[config.mk]
export PLATFORM = sky130hd
export DESIGN_NAME = store_buffer
export DESIGN_NICKNAME = d
export VERILOG_FILES = /design/src/rtl/store_buffer.sv
export SDC_FILE = /design/constraint.sdc
export NUM_CORES = 1
export LEC_CHECK = 0
export ABC_AREA = 1
export CAP_MARGIN = 20
export CORE_UTILIZATION = 66
export DETAILED_ROUTE_END_ITERATION = 10
export DONT_BUFFER_PORTS = 1
export GPL_ROUTABILITY_DRIVEN = 0
export PLACE_DENSITY = 0.82
export SETUP_SLACK_MARGIN = 0.4
export SYNTH_ARGS = -nofsm -noshare
export SYNTH_HDL_FRONTEND = slang
export SYNTH_SLANG_ARGS = --single-unit
[constraint.sdc]
create_clock -name clk -period 11.03 [get_ports clk]
set_input_delay 1.103 -clock clk [delete_from_list [all_inputs] [get_ports clk]]
set_output_delay 1.103 -clock clk [all_outputs]
set_load 0.005 [all_outputs]
[src/rtl/store_buffer.sv]
// rtl/store_buffer.sv - FIFO store buffer in front of the single data-memory port
// Define STORE_FORWARD_EN to serve fully covered load hits from the youngest matching entry.
module store_buffer #(
  parameter int DEPTH = 4,
  parameter int AW    = 10
) (
  input  logic          clk,
  input  logic          reset_n,
  input  logic          req_valid,
  output logic          req_ready,
  input  logic          req_is_store,
  input  logic [AW-1:0] req_addr,
  input  logic [2:0]    req_funct3,
  input  logic [31:0]   req_wdata,
  input  logic          drain_req,
  output logic          misaligned,
  output logic          sb_empty,
  output logic          mem_read,
  output logic          mem_write,
  output logic [AW-1:0] mem_addr,
  output logic [2:0]    mem_funct3,
  output logic [31:0]   mem_wdata,
  output logic          fwd_valid,
  output logic [31:0]   fwd_data
);
  localparam int PW = $clog2(DEPTH);
  localparam int CW = PW + 1;

  logic [AW-1:0]    addr_q  [DEPTH];
  logic [2:0]       f3_q    [DEPTH];
  logic [31:0]      wdata_q [DEPTH];
  logic [3:0]       bmask_q [DEPTH];
  logic [PW-1:0]    rd_ptr_q, rd_ptr_d, wr_ptr_q, wr_ptr_d;
  logic [CW-1:0]    count_q, count_d;

  logic [3:0]       req_bmask;
  logic [DEPTH-1:0] match_age;
  logic             req_misal, is_load, is_store, blocked, hit;
  logic             load_go, fwd_go, drain, enq;

  function automatic logic [3:0] byte_mask(input logic [2:0] f3, input logic [1:0] off);
    case (f3[1:0])
      2'b00:   byte_mask = 4'b0001 << off;
      2'b01:   byte_mask = 4'b0011 << off;
      default: byte_mask = 4'b1111 << off;
    endcase
  endfunction

  assign req_bmask = byte_mask(req_funct3, req_addr[1:0]);
  assign req_misal = (req_funct3[1:0] == 2'b01 && req_addr[0]) ||
                     (req_funct3[1:0] == 2'b10 && req_addr[1:0] != 2'b00);
  assign is_load   = req_valid && !req_is_store;
  assign is_store  = req_valid && req_is_store;
  assign sb_empty  = (count_q == '0);
  assign blocked   = drain_req && !sb_empty;

  // match_age[k] refers to the k-th oldest valid entry
  always_comb begin
    logic [PW-1:0] idx;
    match_age = '0;
    for (int k = 0; k < DEPTH; k++) begin
      idx = rd_ptr_q + PW'(k);
      if (CW'(k) < count_q && addr_q[idx][AW-1:2] == req_addr[AW-1:2] &&
          (bmask_q[idx] & req_bmask) != 4'b0000)
        match_age[k] = 1'b1;
    end
  end
  assign hit = is_load && (match_age != '0);

`ifdef STORE_FORWARD_EN
  logic [31:0] src_data, shifted, fwd_ext;
  logic [3:0]  src_mask;
  logic [1:0]  src_off;

  always_comb begin
    logic [PW-1:0] idx;
    src_data = '0;
    src_mask = '0;
    src_off  = '0;
    for (int k = 0; k < DEPTH; k++) begin
      idx = rd_ptr_q + PW'(k);
      if (match_age[k]) begin
        src_data = wdata_q[idx];
        src_mask = bmask_q[idx];
        src_off  = addr_q[idx][1:0];
      end
    end
    shifted = (src_data << {src_off, 3'b000}) >> {req_addr[1:0], 3'b000};
    case (req_funct3)
      3'b000:  fwd_ext = {{24{shifted[7]}}, shifted[7:0]};
      3'b001:  fwd_ext = {{16{shifted[15]}}, shifted[15:0]};
      3'b100:  fwd_ext = {24'b0, shifted[7:0]};
      3'b101:  fwd_ext = {16'b0, shifted[15:0]};
      default: fwd_ext = shifted;
    endcase
  end

  assign fwd_go    = hit && !req_misal && !blocked && ((src_mask & req_bmask) == req_bmask);
  assign fwd_valid = fwd_go;
  assign fwd_data  = fwd_go ? fwd_ext : 32'h0;
`else
  assign fwd_go    = 1'b0;
  assign fwd_valid = 1'b0;
  assign fwd_data  = 32'h0;
`endif

  assign load_go    = is_load && !hit && !blocked;
  assign drain      = !load_go && !sb_empty;
  assign misaligned = is_store && req_misal && !blocked;
  // a full buffer still takes a store because the head retires in the same cycle
  assign enq        = is_store && !req_misal && !blocked && (count_q < CW'(DEPTH) || drain);
  assign req_ready  = load_go || fwd_go || misaligned || enq;

  always_comb begin
    mem_read   = 1'b0;
    mem_write  = 1'b0;
    mem_addr   = '0;
    mem_funct3 = '0;
    mem_wdata  = '0;
    if (load_go) begin
      mem_read   = 1'b1;
      mem_addr   = req_addr;
      mem_funct3 = req_funct3;
      mem_wdata  = req_wdata;
    end else if (drain) begin
      mem_write  = 1'b1;
      mem_addr   = addr_q[rd_ptr_q];
      mem_funct3 = f3_q[rd_ptr_q];
      mem_wdata  = wdata_q[rd_ptr_q];
    end
  end

  assign rd_ptr_d = rd_ptr_q + PW'(drain);
  assign wr_ptr_d = wr_ptr_q + PW'(enq);
  assign count_d  = count_q + CW'(enq) - CW'(drain);

  always_ff @(posedge clk or negedge reset_n) begin
    if (!reset_n) begin
      rd_ptr_q <= '0;
      wr_ptr_q <= '0;
      count_q  <= '0;
    end else begin
      rd_ptr_q <= rd_ptr_d;
      wr_ptr_q <= wr_ptr_d;
      count_q  <= count_d;
    end
  end

  always_ff @(posedge clk) begin
    if (enq) begin
      addr_q[wr_ptr_q]  <= req_addr;
      f3_q[wr_ptr_q]    <= req_funct3;
      wdata_q[wr_ptr_q] <= req_wdata;
      bmask_q[wr_ptr_q] <= req_bmask;
    end
  end

endmodule

# [After elaboration in Yosys (flattened, before gate mapping)]
# Memory sizes are Yosys's and may differ from the RTL's.
# Index checks and enable logic that the tools add are counted.
[word_totals] in_bits=50 register_bits=7 elab_cells=88 ramBits=196 output_inout_bits=83 n_memories=4
[mem_list] name="wdata_q" words=4 width=32 rd=1 rd_ports_with_merged_regs=0 wr=1 line_no="31" source="logic [31:0] wdata_q [DEPTH];"
[mem_list] name="addr_q" words=4 width=10 rd=4 rd_ports_with_merged_regs=0 wr=1 line_no="29" source="logic [AW-1:0] addr_q [DEPTH];"
[mem_list] name="bmask_q" words=4 width=4 rd=4 rd_ports_with_merged_regs=0 wr=1 line_no="32" source="logic [3:0] bmask_q [DEPTH];"
[mem_list] name="f3_q" words=4 width=3 rd=1 rd_ports_with_merged_regs=0 wr=1 line_no="30" source="logic [2:0] f3_q [DEPTH];"
[classes] shift=3 n_addsub=7 order_cmp=5 mux=16 n_bitwise=4 n_eq_ne=6 n_reduce_logical=40
[op_table] op="32-bit 2-to-1 mux" n=2
[op_table] op="8-bit == test" n=4
[op_table] op="1-bit logical AND" n=22
[op_table] op="10-bit 2-to-1 mux" n=2
[op_table] op="4-bit nonzero test" n=5
[op_table] op="4-bit AND" n=4
[op_table] op="1-bit 2-to-1 mux" n=9
[op_table] op="4-bit case mux with 2 select lines" n=1
[op_table] op="1-bit logical NOT" n=6
[op_table] op="1-bit by 3-bit less-than comparator with 1-bit output, first input constant" n=2
[op_table] op="2-bit by 3-bit less-than comparator with 1-bit output, first input constant" n=2
[op_table] op="3-bit 2-to-1 mux" n=2
[op_table] op="2-bit by 1-bit adder with 2-bit output" n=2
[op_table] op="2-bit adder, second input constant" n=2
[op_table] op="1-bit logical OR" n=4
[op_table] op="1-bit by 2-bit << shifter with 4-bit output, first input constant" n=1
[op_table] op="2-bit by 2-bit << shifter with 4-bit output, first input constant" n=1
[op_table] op="4-bit by 2-bit << shifter with 4-bit output, first input constant" n=1
[op_table] op="3-bit by 1-bit adder with 3-bit output" n=1
[op_table] op="3-bit logical NOT" n=1
[op_table] op="3-bit less-than comparator, second input constant" n=1
[op_table] op="3-bit by 1-bit subtractor with 3-bit output" n=1
[op_table] op="2-bit by 1-bit adder with 2-bit output, second input constant" n=1
[op_table] op="2-bit by 1-bit == test with 1-bit output, second input constant" n=1
[op_table] op="other kinds (3)" n=3

# [Logic depth before layout (Yosys ltp)]
[logic_depth] depth_word=17 mapped_depth=23 depth_no_buf=21

# [Worst setup path after synthesis]
# Ideal clock, no wire load.
[synth_path] path_type="input -> register" start="input port req_addr[0]" end="memory addr_q[0][0] (enable)" path_buffers=0 setup_time_ps=516 setup_slack_ps=5315 arrival_ps=5199 required_time_ps=10514 cell_stages=5 path_cell_list="nor2_1 -> o21ai_0 -> a21oi_1 -> inv_1 -> nor3_1"
[synth_via] elab_chain_len=17 elab_cells_between_ends=38 cone_classes="shift: 3; mux: 7; bitwise: 4; reduce/logical: 24"
[synth_rtl] item="start, declared" line_no="12" source="input logic [AW-1:0] req_addr,"
[synth_rtl] item="4-bit by 2-bit << shifter with 4-bit output (tied with other cells)" line_no="45" source="default: byte_mask = 4'b1111 << off;"
[synth_rtl] item="4-bit case mux with 2 select lines" line_no="42" source="case (f3[1:0])"
[synth_rtl] item="4-bit AND" line_no="64" source="(bmask_q[idx] & req_bmask) != 4'b0000)"
[synth_rtl] item="4-bit nonzero test" line_no="64"
[synth_rtl] item="1-bit logical AND" line_no="63" source="if (CW'(k) < count_q && addr_q[idx][AW-1:2] == req_addr[AW-1:2] &&"
[synth_rtl] item="1-bit 2-to-1 mux" line_no="63"
[synth_rtl] item="4-bit nonzero test" line_no="68" source="assign hit = is_load && (match_age != '0);"
[synth_rtl] item="1-bit logical AND" line_no="68"
[synth_rtl] item="1-bit logical NOT" line_no="107" source="assign load_go = is_load && !hit && !blocked;"
[synth_rtl] item="1-bit logical AND (2 in series)" line_no="107"
[synth_rtl] item="1-bit logical NOT" line_no="108" source="assign drain = !load_go && !sb_empty;"
[synth_rtl] item="1-bit logical AND" line_no="108"
[synth_rtl] item="1-bit logical OR" line_no="111" source="assign enq = is_store && !req_misal && !blocked && (count_q < CW'(DEPTH) || drain);"
[synth_rtl] item="1-bit logical AND (*)" line_no="111"
[synth_rtl] item="1-bit 2-to-1 mux (*)" line_no="150" source="if (enq) begin"
[synth_rtl] item="1-bit 2-to-1 mux (implied by the code) (*)" line_no="151" source="addr_q[wr_ptr_q] <= req_addr;"
[synth_rtl] item="end, declared" line_no="29"
# Mark *: on every way between the ends. The rest lies on a longest branch, timed or not.

# [Worst setup path in the final report]
[layout_path] start="register rd_ptr_q[0]" end="output port mem_write"
[layout_via] elab_chain_len=15 elab_cells_between_ends=38 cone_classes="add/sub: 3; eq/ne: 4; mux: 6; bitwise: 4; reduce/logical: 19; memory: 2"
[layout_rtl] item="start, declared" line_no="33" source="logic [PW-1:0] rd_ptr_q, rd_ptr_d, wr_ptr_q, wr_ptr_d;"
[layout_rtl] item="start signal, assigned" line_no="143" source="rd_ptr_q <= rd_ptr_d;"
[layout_rtl] item="2-bit by 1-bit adder with 2-bit output / 2-bit adder (equally long branches)" line_no="62" source="idx = rd_ptr_q + PW'(k);"
[layout_rtl] item="memory 4 x 10 bit / memory 4 x 4 bit (equally long branches)"
[layout_rtl] item="8-bit == test / 4-bit AND (equally long branches)" line_no="63, 64"
[layout_rtl] item="1-bit logical AND / 4-bit nonzero test (equally long branches)" line_no="63, 64"
[layout_rtl] item="1-bit logical AND" line_no="63"
[layout_rtl] item="1-bit 2-to-1 mux" line_no="63"
[layout_rtl] item="4-bit nonzero test (*)" line_no="68"
[layout_rtl] item="1-bit logical AND (*)" line_no="68"
[layout_rtl] item="1-bit logical NOT (*)" line_no="107"
[layout_rtl] item="1-bit logical AND (*) (2 in series)" line_no="107"
[layout_rtl] item="1-bit logical NOT" line_no="108"
[layout_rtl] item="1-bit logical AND" line_no="108"
[layout_rtl] item="1-bit 2-to-1 mux" line_no="125" source="end else if (drain) begin"
[layout_rtl] item="1-bit 2-to-1 mux (*)" line_no="120" source="if (load_go) begin"
[layout_rtl] item="end, declared" line_no="19" source="output logic mem_write,"
# Marks and branches as above.

==> flow_summary.json <==
{
  "status": "completed",
  "detailedPlace.worstSlack_ns": 5.10,
  "die-width_um": 126,
  "floorplan.rows": 45,
  "cts_tree": "built",
  "final_critical_path_setup_slack_ns": 4.75,
  "synth_compound_gate_area_share_pct": 3.53,
  "yosys_warnings": 0,
  "finalHoldViolCount": 0,
  "worst_skew_pair.late_latency_ns": 0.50,
  "ys.flop_type": "sky130_fd_sc_hd__edfxtp_1",
  "viasPerCell": 6.14,
  "synth-edff-count": 196,
  "crit_path_frequent_cell": "sky130_fd_sc_hd__nand2_1",
  "arrival_ns": 5.18,
  "power_leakage_nw": 4.44,
  "setup_tns_final_ns": 0,
  "final_util_pct": 71.0,
  "final-setup-viol-count": 0,
  "simple_gate_share_of_the_synthesized_area_pct": 27.9,
  "synth_top_family_by_area": "simple AND/OR/NAND/NOR gates",
  "max_clock_freq_ghz": 0.159,
  "chipHeight_um": 126,
  "cts.sink_count": 203,
  "total_of_max_cap_violations": 0,
  "worst_clock_skew_ns": 0.0184,
  "initial_core_util_pct": 67.4,
  "post_route_clock_period_utilization_pct": 56.9,
  "vias": 7695,
  "post-place-cells": 1217,
  "reg2regPathDepth": 22,
  "totalWireLength_um": 23300,
  "fin_area_sq_um": 10800,
  "synth.lib_cells_used.distinct": 29,
  "highest_metal_used": "met4",
  "crit_path_top_delay_cell": "sky130_fd_sc_hd__nand2_2",
  "final_common_cell": "sky130_fd_sc_hd__nand2_1",
  "critPathMaxFanout": 70,
  "layout.cells.most_common_list": "sky130_fd_sc_hd__nand2_1, sky130_fd_sc_hd__nand3_1, sky130_fd_sc_hd__edfxtp_1, sky130_fd_sc_hd__inv_1, sky130_fd_sc_hd__a22oi_1",
  "clock_tree.htree_level_count": 1,
  "root_buffer": "sky130_fd_sc_hd__clkbuf_16",
  "yosys.area_share.xor_xnor_pct": 0.515,
  "reg2reg_setup_slack_ns": 5.32,
  "cts_buffers": 20,
  "timing.hold.ws_ns": 0.291,
  "rsz_0062_raised_after_global_routing": "no",
  "grt_pass1_vias": 7129,
  "critical-path-max-stage-delay_ns": 1.03,
  "grt_max_degree": 98,
  "hpwlAfterDp_um": 13600,
  "number_of_antenna_violations_at_the_first_check_in_global_routing": 0,
  "post_cts.repair.setup_buffers": 0,
  "r2r-start": "rd_ptr_q[0]",
  "vdd_ir_drop_max_mv": 0.186,
  "globalRoute.totalOverflow": 0,
  "cts-root-to-sink-buffers": 3,
  "ys_seq_elements": 203,
  "drt-met1-wl_um": 9110,
  "syn-mean-instance-area_sq_um": 9.48,
  "cts.reportedPaths.clkPinSlew_ns": 0.06,
  "cp_data_required_time_ns": 9.93,
  "synthMuxAreaShare_pct": 0,
  "global_route_wire_length_before_repair_um": 36600,
  "critical_path.n_buffers_inverters": 3,
  "hold_path_class": "in -> async",
  "post-layout-total-power_mw": 2.66,
  "number_of_nets_still_failing_antenna_checks_after_routing": 0,
  "critPathLaunchType": "flip-flop",
  "remaining_drc_errors": 0,
  "crit_path_end_kind": "output port",
  "antenna_cells_inserted": 0,
  "detailedRoute.firstIterationViolations": 857,
  "timing_max_transition_violations_final": 0,
  "async_reset_ff_share_pct": 3.45,
  "critical_path_class": "reg -> out",
  "synthAdderAreaFrac_pct": 0.932,
  "syn_area_sq_um": 10200,
  "critical_path.top_delay_family": "simple AND/OR/NAND/NOR gates",
  "gr-usage-all-layers_pct": 29.3,
  "design.final.nets": 1109,
  "wl_met3_um": 2230,
  "coreArea_sq_um": 15100,
  "postSynthCellCount": 1076,
  "pin_count": 133,
  "cts_resized": 0,
  "area.growth.synth_to_final_pct": 5.38,
  "powerDensity_nw_per_um2": 248,
  "post_layout_nonfiller_instances": 1254,
  "detailroute.wirelength.met2_um": 11400,
  "synth_sequential_area_ratio_pct": 59.4,
  "least_margin_pin_slew_ns": 1.04,
  "holdBufCountCts": 0,
  "max_slew_margin_pct": 30.4,
  "path_cells": "inv_2, buf_4, nand2_1, nand2_2, nand2_1, nand2_1, nand2_1, nand2_1, nand2_1, nor2_1, nand3_1, nand2_1, nand2_2, nand2_2, inv_1, nor2_1",
  "fin_crit_ns": 6.28,
  "crit-reg2reg-capture": "count_q[2]",
  "io_buffers": 0,
  "placement.cell_area_sq_um": 10100,
  "drive_gt1_share_pct": 5.35,
  "die_area_sq_um": 16000,
  "avgRoutedWirePerCell_um": 18.6,
  "drt_pass1_iterations": 5
}
==> layout make-up <==
cell class / count / area [sq um]
inverters: 63 / 236
well taps: 188 / 235
fillers: 1091 / 4390
clock inverters: 7 / 40.0
multi-input cells: 751 / 3500
clock buffers: 29 / 566
repair buffers: 13 / 110
flip-flops and latches: 203 / 6060
==> flip-flops by register name (all words and copies together), names as in the netlist <==
| name | flops |
|---|---|
| bmask_q | 16 |
| wdata_q | 128 |
| f3_q | 12 |
| addr_q | 40 |
| wr_ptr_q | 2 |
| count_q | 3 |
| rd_ptr_q | 2 |
==> Yosys cell counts, types with 2 or more instances <==
| master | instances | share of area, % |
|---|---|---|
| sky130_fd_sc_hd__buf_1 | 6 | 0.22 |
| sky130_fd_sc_hd__nor2_1 | 18 | 0.66 |
| sky130_fd_sc_hd__xor2_1 | 5 | 0.43 |
| sky130_fd_sc_hd__nand2_2 | 4 | 0.25 |
| sky130_fd_sc_hd__nand3_1 | 287 | 14 |
| sky130_fd_sc_hd__dfrtp_1 | 7 | 1.7 |
| sky130_fd_sc_hd__buf_2 | 15 | 0.74 |
| sky130_fd_sc_hd__a21oi_1 | 2 | 0.098 |
| sky130_fd_sc_hd__inv_2 | 5 | 0.18 |
| sky130_fd_sc_hd__edfxtp_1 | 196 | 58 |
| sky130_fd_sc_hd__nor3_1 | 5 | 0.25 |
| sky130_fd_sc_hd__clkinv_1 | 2 | 0.074 |
| sky130_fd_sc_hd__nand2_1 | 330 | 12 |
| sky130_fd_sc_hd__clkbuf_1 | 26 | 0.96 |
| sky130_fd_sc_hd__nand4_1 | 5 | 0.31 |
| sky130_fd_sc_hd__o21ai_1 | 5 | 0.25 |
| sky130_fd_sc_hd__a22oi_1 | 37 | 2.7 |
| sky130_fd_sc_hd__buf_6 | 5 | 0.55 |
| sky130_fd_sc_hd__buf_4 | 39 | 2.9 |
| sky130_fd_sc_hd__inv_1 | 56 | 2.1 |
| sky130_fd_sc_hd__ha_1 | 6 | 0.74 |
| sky130_fd_sc_hd__o21ai_0 | 8 | 0.39 |
==> cell families after synthesis <==
| logic type | after synthesis |
|---|---|
| xor+xnor | 6 |
| fa+ha+maj | 7 |
| compound gates | 53 |
| simple gates | 652 |
| buf+inv | 154 |
| other cells | 1 |
| flops | 203 |
==> power by group <==
part	switching, mW	internal (mW)
clock network	0.276	0.358
registers	0.0242	0.893
logic	0.787	0.327
==> metal layers <==
metal,GRT usage [%],vias up
met1,38.9,3594
met3,5.31,51
met5,0,-
met4,12.0,0
met2,48.3,433
li1,-,3617
==> how the worst max path moves through the flow <==
| stage | startpoint | endpoint | slack [ns] | cells past startpoint |
|---|---|---|---|---|
| finish | rd_ptr_q[0] | mem_write | 4.75 | 16 |
| detailed placement | rd_ptr_q[0] | count_q[2] | 5.10 | 20 |
| CTS | rd_ptr_q[0] | mem_write | 4.63 | 15 |
| global placement | rd_ptr_q[0] | count_q[2] | 5.24 | 20 |
| global route | rd_ptr_q[0] | mem_write | 4.41 | 16 |
| floorplan | req_addr[0] | addr_q[0][0] | 5.32 | 5 |
Note: power is estimated with default switching activity, not from simulation.
